[src/rtl/wb_pkg.sv]
// Shared widths, the buffered result record and grant encodings for the
// register-file writeback arbiter.
package wb_pkg;

    localparam int DATA_W     = 32;
    localparam int REG_ADDR_W = 5;
    localparam int NUM_REGS   = 2 ** REG_ADDR_W;

    // One result headed for the register file.
    typedef struct packed {
        logic [REG_ADDR_W-1:0] rd;
        logic [DATA_W-1:0]     data;
    } wb_entry_t;

    localparam int WB_ENTRY_W = $bits(wb_entry_t);

    // Which source owns the register-file write port this cycle.
    localparam logic [1:0] GNT_NONE = 2'd0;
    localparam logic [1:0] GNT_A    = 2'd1;
    localparam logic [1:0] GNT_B    = 2'd2;

endpackage

[src/rtl/wb_fifo.sv]
// Small synchronous FIFO buffering mul/div results. The head is read
// combinationally from the storage array, so an entry written on one edge
// is visible at the head only after that edge (no write-through bypass).
module wb_fifo #(
    parameter int WIDTH = 37,
    parameter int DEPTH = 4
) (
    input  logic             clk,
    input  logic             rst,
    input  logic             push,
    input  logic [WIDTH-1:0] din,
    input  logic             pop,
    output logic [WIDTH-1:0] head,
    output logic             full,
    output logic             empty
);

    localparam int PTR_W = $clog2(DEPTH);
    localparam int CNT_W = PTR_W + 1;

    logic [WIDTH-1:0] mem [DEPTH];
    logic [PTR_W-1:0] wr_ptr;
    logic [PTR_W-1:0] rd_ptr;
    logic [CNT_W-1:0] count;
    logic             do_push;
    logic             do_pop;

    assign full    = (count == CNT_W'(DEPTH));
    assign empty   = (count == '0);
    assign do_push = push && !full;
    assign do_pop  = pop && !empty;
    assign head    = mem[rd_ptr];

    // Storage array: written on accepted pushes only, never reset.
    always_ff @(posedge clk) begin
        if (do_push) begin
            mem[wr_ptr] <= din;
        end
    end

    // Pointers wrap naturally (power-of-two depth); occupancy tracks push/pop.
    always_ff @(posedge clk or posedge rst) begin
        if (rst) begin
            wr_ptr <= '0;
            rd_ptr <= '0;
            count  <= '0;
        end else begin
            if (do_push) begin
                wr_ptr <= wr_ptr + PTR_W'(1);
            end
            if (do_pop) begin
                rd_ptr <= rd_ptr + PTR_W'(1);
            end
            case ({do_push, do_pop})
                2'b10:   count <= count + CNT_W'(1);
                2'b01:   count <= count - CNT_W'(1);
                default: count <= count;
            endcase
        end
    end

endmodule

[src/rtl/writeback_arbiter.sv]
// Merges in-order pipeline results (A) and buffered mul/div results (B)
// into one registered register-file write per cycle, with a starvation
// guard for B and a per-register "owed by B" scoreboard for decode.
module writeback_arbiter
    import wb_pkg::*;
#(
    parameter int FIFO_DEPTH   = 4,
    parameter int STARVE_LIMIT = 8
) (
    input  logic                  clk,
    input  logic                  rst,
    input  logic                  a_valid,
    input  logic [REG_ADDR_W-1:0] a_rd,
    input  logic [DATA_W-1:0]     a_data,
    output logic                  a_stall,
    input  logic                  b_valid,
    output logic                  b_ready,
    input  logic [REG_ADDR_W-1:0] b_rd,
    input  logic [DATA_W-1:0]     b_data,
    input  logic                  claim_valid,
    input  logic [REG_ADDR_W-1:0] claim_rd,
    output logic [NUM_REGS-1:0]   busy_mask,
    output logic                  wb_reg_write,
    output logic [REG_ADDR_W-1:0] wb_write_reg,
    output logic [DATA_W-1:0]     wb_write_data
);

    localparam int STARVE_W = $clog2(STARVE_LIMIT + 1);

    logic                  a_live;
    logic                  fifo_full;
    logic                  fifo_empty;
    logic                  fifo_push;
    logic                  fifo_pop;
    logic [WB_ENTRY_W-1:0] push_word;
    logic [WB_ENTRY_W-1:0] head_word;
    wb_entry_t             head_entry;
    logic [1:0]            grant;
    logic                  starve_hit;
    logic [STARVE_W-1:0]   starve_cnt_reg;
    logic                  head_writes;

    // A request to r0 is swallowed: it neither writes nor stalls.
    assign a_live      = a_valid && (a_rd != '0);
    assign b_ready     = !fifo_full;
    assign fifo_push   = b_valid && b_ready;
    assign push_word   = {b_rd, b_data};
    assign head_entry  = wb_entry_t'(head_word);
    assign starve_hit  = !fifo_empty && (starve_cnt_reg == STARVE_W'(STARVE_LIMIT));
    assign fifo_pop    = (grant == GNT_B);
    assign head_writes = (head_entry.rd != '0);

    wb_fifo #(
        .WIDTH (WB_ENTRY_W),
        .DEPTH (FIFO_DEPTH)
    ) u_fifo (
        .clk   (clk),
        .rst   (rst),
        .push  (fifo_push),
        .din   (push_word),
        .pop   (fifo_pop),
        .head  (head_word),
        .full  (fifo_full),
        .empty (fifo_empty)
    );

    // Grant selection: starved B first, then live A, then any pending B.
    always_comb begin
        grant = GNT_NONE;
        if (starve_hit) begin
            grant = GNT_B;
        end else if (a_live) begin
            grant = GNT_A;
        end else if (!fifo_empty) begin
            grant = GNT_B;
        end
    end

    // A is held off only when B takes the port while A has real work.
    always_comb begin
        a_stall = (grant == GNT_B) && a_live;
    end

    // Starvation counter: counts consecutive A wins over a waiting B.
    always_ff @(posedge clk or posedge rst) begin
        if (rst) begin
            starve_cnt_reg <= '0;
        end else if (fifo_empty || (grant == GNT_B)) begin
            starve_cnt_reg <= '0;
        end else if ((grant == GNT_A) && (starve_cnt_reg != STARVE_W'(STARVE_LIMIT))) begin
            starve_cnt_reg <= starve_cnt_reg + STARVE_W'(1);
        end
    end

    // Output registers: load the granted result; hold reg/data otherwise.
    always_ff @(posedge clk or posedge rst) begin
        if (rst) begin
            wb_reg_write  <= 1'b0;
            wb_write_reg  <= '0;
            wb_write_data <= '0;
        end else if (grant == GNT_A) begin
            wb_reg_write  <= 1'b1;
            wb_write_reg  <= a_rd;
            wb_write_data <= a_data;
        end else if ((grant == GNT_B) && head_writes) begin
            wb_reg_write  <= 1'b1;
            wb_write_reg  <= head_entry.rd;
            wb_write_data <= head_entry.data;
        end else begin
            wb_reg_write  <= 1'b0;
        end
    end

    // r0 is never owed.
    assign busy_mask[0] = 1'b0;

    // Scoreboard bits: a decode claim sets, a B write clears, set wins.
    for (genvar gi = 1; gi < NUM_REGS; gi++) begin : g_busy
        logic bit_set;
        logic bit_clr;
        logic bit_reg;

        assign bit_set      = claim_valid && (claim_rd == REG_ADDR_W'(gi));
        assign bit_clr      = (grant == GNT_B) && (head_entry.rd == REG_ADDR_W'(gi));
        assign busy_mask[gi] = bit_reg;

        // Per-register pending flag.
        always_ff @(posedge clk or posedge rst) begin
            if (rst) begin
                bit_reg <= 1'b0;
            end else if (bit_set) begin
                bit_reg <= 1'b1;
            end else if (bit_clr) begin
                bit_reg <= 1'b0;
            end
        end
    end

endmodule

[config.mk]
export PLATFORM = sky130hd
export DESIGN_NAME = writeback_arbiter
export DESIGN_NICKNAME = d
export VERILOG_FILES = /design/src/rtl/wb_pkg.sv /design/src/rtl/wb_fifo.sv /design/src/rtl/writeback_arbiter.sv
export SDC_FILE = /design/constraint.sdc
export NUM_CORES = 1
export LEC_CHECK = 0
export ABC_AREA = 0
export BUFFER_PORTS_ARGS = -buffer_cell sky130_fd_sc_hd__buf_2
export CORE_MARGIN = 5
export CORE_UTILIZATION = 25
export CTS_BUF_LIST = sky130_fd_sc_hd__clkbuf_8 sky130_fd_sc_hd__clkbuf_16
export DETAILED_ROUTE_END_ITERATION = 10
export GPL_ROUTABILITY_DRIVEN = 0
export GPL_TIMING_DRIVEN = 0
export HOLD_SLACK_MARGIN = 0.15
export PLACE_DENSITY = 0.4
export SYNTH_ARGS = -nofsm -noshare
export SYNTH_HDL_FRONTEND = slang
export SYNTH_SLANG_ARGS = --single-unit
[constraint.sdc]
create_clock -name clk -period 3.3 [get_ports clk]
set_input_delay 0.33 -clock clk [delete_from_list [all_inputs] [get_ports clk]]
set_output_delay 0.33 -clock clk [all_outputs]
set_load 0.05 [all_outputs]
==> results.toml <==
[layout]
final_core_util = 0.335
num-nets-final = 909
drive_gt1_frac = 0.416
multiInputGateArea_sq_um = 2750
regArea_sq_um = 6450
final_area_sq_um = 12700
fillerInstances = 3715
syn_to_final_growth_pct = 32.1
largest_register_ffs = 148

[route]
avgViaCountPerCell = 4.24
drtIter0Drc = 233
drc_errors = 0
wl_per_cell_um = 18.2
dr_wl_met3_mm = 1.37
wl_met1_mm = 10.5
postRouteAntennaNets = 0
num_vias = 5721
drtPass1Iterations = 4
highest_layer = "met5"
route.met2.wl_mm = 12.1
drt_wl_total_mm = 24.5

[floorplan]
core_region_area_sq_um = 37800
num_io_pins = 156
rows = 71
fp.dieW_um = 206
dieArea_sq_um = 42400
fp.dieH_um = 206
start_util = 0.254

[clock_tree]
cts-root-buf = "clkbuf_16"
insertion_delay_ns = 0.54
cts_buffer_depth = 3
cts.htree.levels = 1
path_clk_slew_ns = 0.06
cts.sinks = 228
cts_made_buffers = 27
cts_tree = "done"

[yosys]
ys_types = 45
synth_ff_type = "edfxtp_1"
ys_seq_area_frac = 0.673
async_reset_ff_frac = 0.351
synth_seq_cells = 228
ys_warn_count = 0
avgSynthCellArea_sq_um = 16.9
syn_inst = 566
synth-edff-count = 148
syn-cell-area_sq_um = 9580
syn_nets = 658

[hold_path]
whs_endpoint = "wb_write_data[4]"
worstHoldPathType = "input pin to register"
worstHoldStart = "a_data[4]"
whs_path_depth = 3

[sta]
skew_ns = 0.0203
drv_slew = 0
setup_viol = 0
max_slew_margin = 0.349
grt_setup_unrepaired = "false"
period_minus_slack_ns = 2.98
report.final.hold_viol_count = 0
worst_slew_pin_slew_ns = 0.965
max_freq_mhz = 335
setup_tns_ns = 0
fin_ws_ns = 0.319
fin_crit_sh = 0.903

[worst_setup_path]
r2r_cells = 14
crit_type = "register to register"
crit_path_start_kind = "register"
crit_path_end_kind = "register"
worst-path-max-fanout = 19
rrSetupSlack_ns = 0.32
r2r-start = "starve_cnt_reg[0]"
arrival_ns = 3.43
crit_required_ns = 3.75
rr_endpoint = "u_fifo.count[2]"

[placed_design]
pre_cts_ws_ns = -0.441
place_area_sq_um = 11100
hpwl_mm = 17.5
portBuffers = 152

[grt]
first_global_vias = 6360
grtUsageTotal = 0.115
grt_max_degree = 57
overflow = 0
grt_pass1_wl_mm = 38.0
antenna_found_initial = 2

[run]
maxCapViolCount = 0

[run_status]
status = "completed"

[pwr]
power_per_cell_area_nw_per_um2 = 974
finalPower_w = 0.0123
leakagePower_nw = 5.00
vdd_drop_max_uv = 412
layout by cell type, fill, tap and decap left out, types with 13 or more instances in the layout:
master / synthesis / final
nor2_1: 13 / 13
inv_1: 12 / 17
mux2_4: 20 / 20
dlygate4sd3_1: 0 / 66
buf_2: 6 / 158
dfrtp_1: 80 / 80
o21ai_0: 32 / 32
mux2_2: 41 / 41
clkbuf_16: 0 / 28
buf_4: 33 / 33
edfxtp_1: 148 / 148
nand2_1: 36 / 36
mux4_2: 37 / 37
metrics by stage:
step	hold WS (ns)	std cells
detailed placement	0.371	1234
CTS	0.152	1348
global route	0.160	1349
global placement	0.466	1229
finish	0.174	1349
floorplan	0.429	566
worst max-delay path by stage:
| stage | to | cells past startpoint | start | slack, ns |
|---|---|---|---|---|
| final | u_fifo.count[2] | 14 | starve_cnt_reg[0] | 0.32 |
| after global routing | u_fifo.count[2] | 14 | starve_cnt_reg[0] | 0.07 |
| after CTS | u_fifo.count[2] | 14 | starve_cnt_reg[0] | 0.03 |
| after detailed placement | u_fifo.count[2] | 15 | starve_cnt_reg[0] | -0.44 |
| after global placement | wb_reg_write | 2 | rst | -0.47 |
| after floorplan | u_fifo.count[2] | 15 | starve_cnt_reg[0] | 0.42 |
worst max-delay path, cell delays in order, from the launching register on:
cell     delay [ns]
dfrtp_1        0.40
inv_1          0.07
ha_1           0.14
nand2_1        0.06
or3_1          0.30
buf_2          0.20
nand2_4        0.32
nand2_1        0.21
inv_1          0.10
ha_1           0.18
inv_1          0.07
fa_1           0.43
xor2_1         0.15
nor2_1         0.11
xor2_1         0.15
synthesized netlist by cell type (4+ instances only):
cell type / count / share of area
edfxtp_1: 148 / 0.46
dfrtp_1: 80 / 0.21
mux2_2: 41 / 0.048
mux4_2: 37 / 0.087
nand2_1: 36 / 0.014
buf_4: 33 / 0.026
o21ai_0: 32 / 0.017
mux2_4: 20 / 0.031
nor2_1: 13 / 0.0051
inv_1: 12 / 0.0047
mux2_1: 8 / 0.0094
nand2b_1: 8 / 0.0052
ha_1: 7 / 0.0091
and3_1: 6 / 0.0039
buf_2: 6 / 0.0031
clkbuf_1: 6 / 0.0023
nand3_1: 6 / 0.0031
o211ai_1: 6 / 0.0047
o31ai_1: 6 / 0.0047
a22o_1: 5 / 0.0046
a32o_1: 5 / 0.0052
xnor2_1: 5 / 0.0046
buf_1: 4 / 0.0016
final cells by class:
type / count / share of cell area
diodes: 1 / 0.000198
plain buffers: 51 / 0.0273
clock buffers: 32 / 0.0597
clock inverters: 17 / 0.0114
inverters: 12 / 0.00375
multi-input cells: 274 / 0.217
flip-flops and latches: 228 / 0.509
well taps: 511 / 0.0505
repair buffers: 223 / 0.121
cells by family (layout without fill, tap and decap cells):
logic type | after synthesis | in the layout | share of synthesized area
fa+ha+maj | 8 | 8 | 0.0112
compound gates | 60 | 60 | 0.0437
buf+inv | 64 | 335 | 0.0411
other cells | 1 | 2 | 0.000391
xor+xnor | 8 | 8 | 0.00731
mux | 109 | 109 | 0.179
flops | 228 | 228 | 0.673
simple gates | 88 | 88 | 0.0446
report_power, final:
part | switching (W) | leakage [nW] | internal (W)
clock | 0.00116 | 0.471 | 0.00178
combinational | 0.00324 | 2.21 | 0.00187
sequential | 0.000353 | 2.31 | 0.00393
total | 0.00475 | 5.00 | 0.00758
repair_timing:
item,4_1_cts,5_1_grt
resized for setup,0,1
buffers inserted,0,0
endpoints found under the setup margin,2,1
hold endpoints to repair,200,0
hold buffers,66,0
per-layer routing:
| layer | track usage | vias to the layer above |
|---|---|---|
| met5 | 0 | - |
| met4 | 0.0254 | 2 |
| met3 | 0.0243 | 31 |
| met2 | 0.202 | 151 |
| met1 | 0.147 | 2903 |
| li1 | - | 2634 |
(Power assumes the default switching activity.)
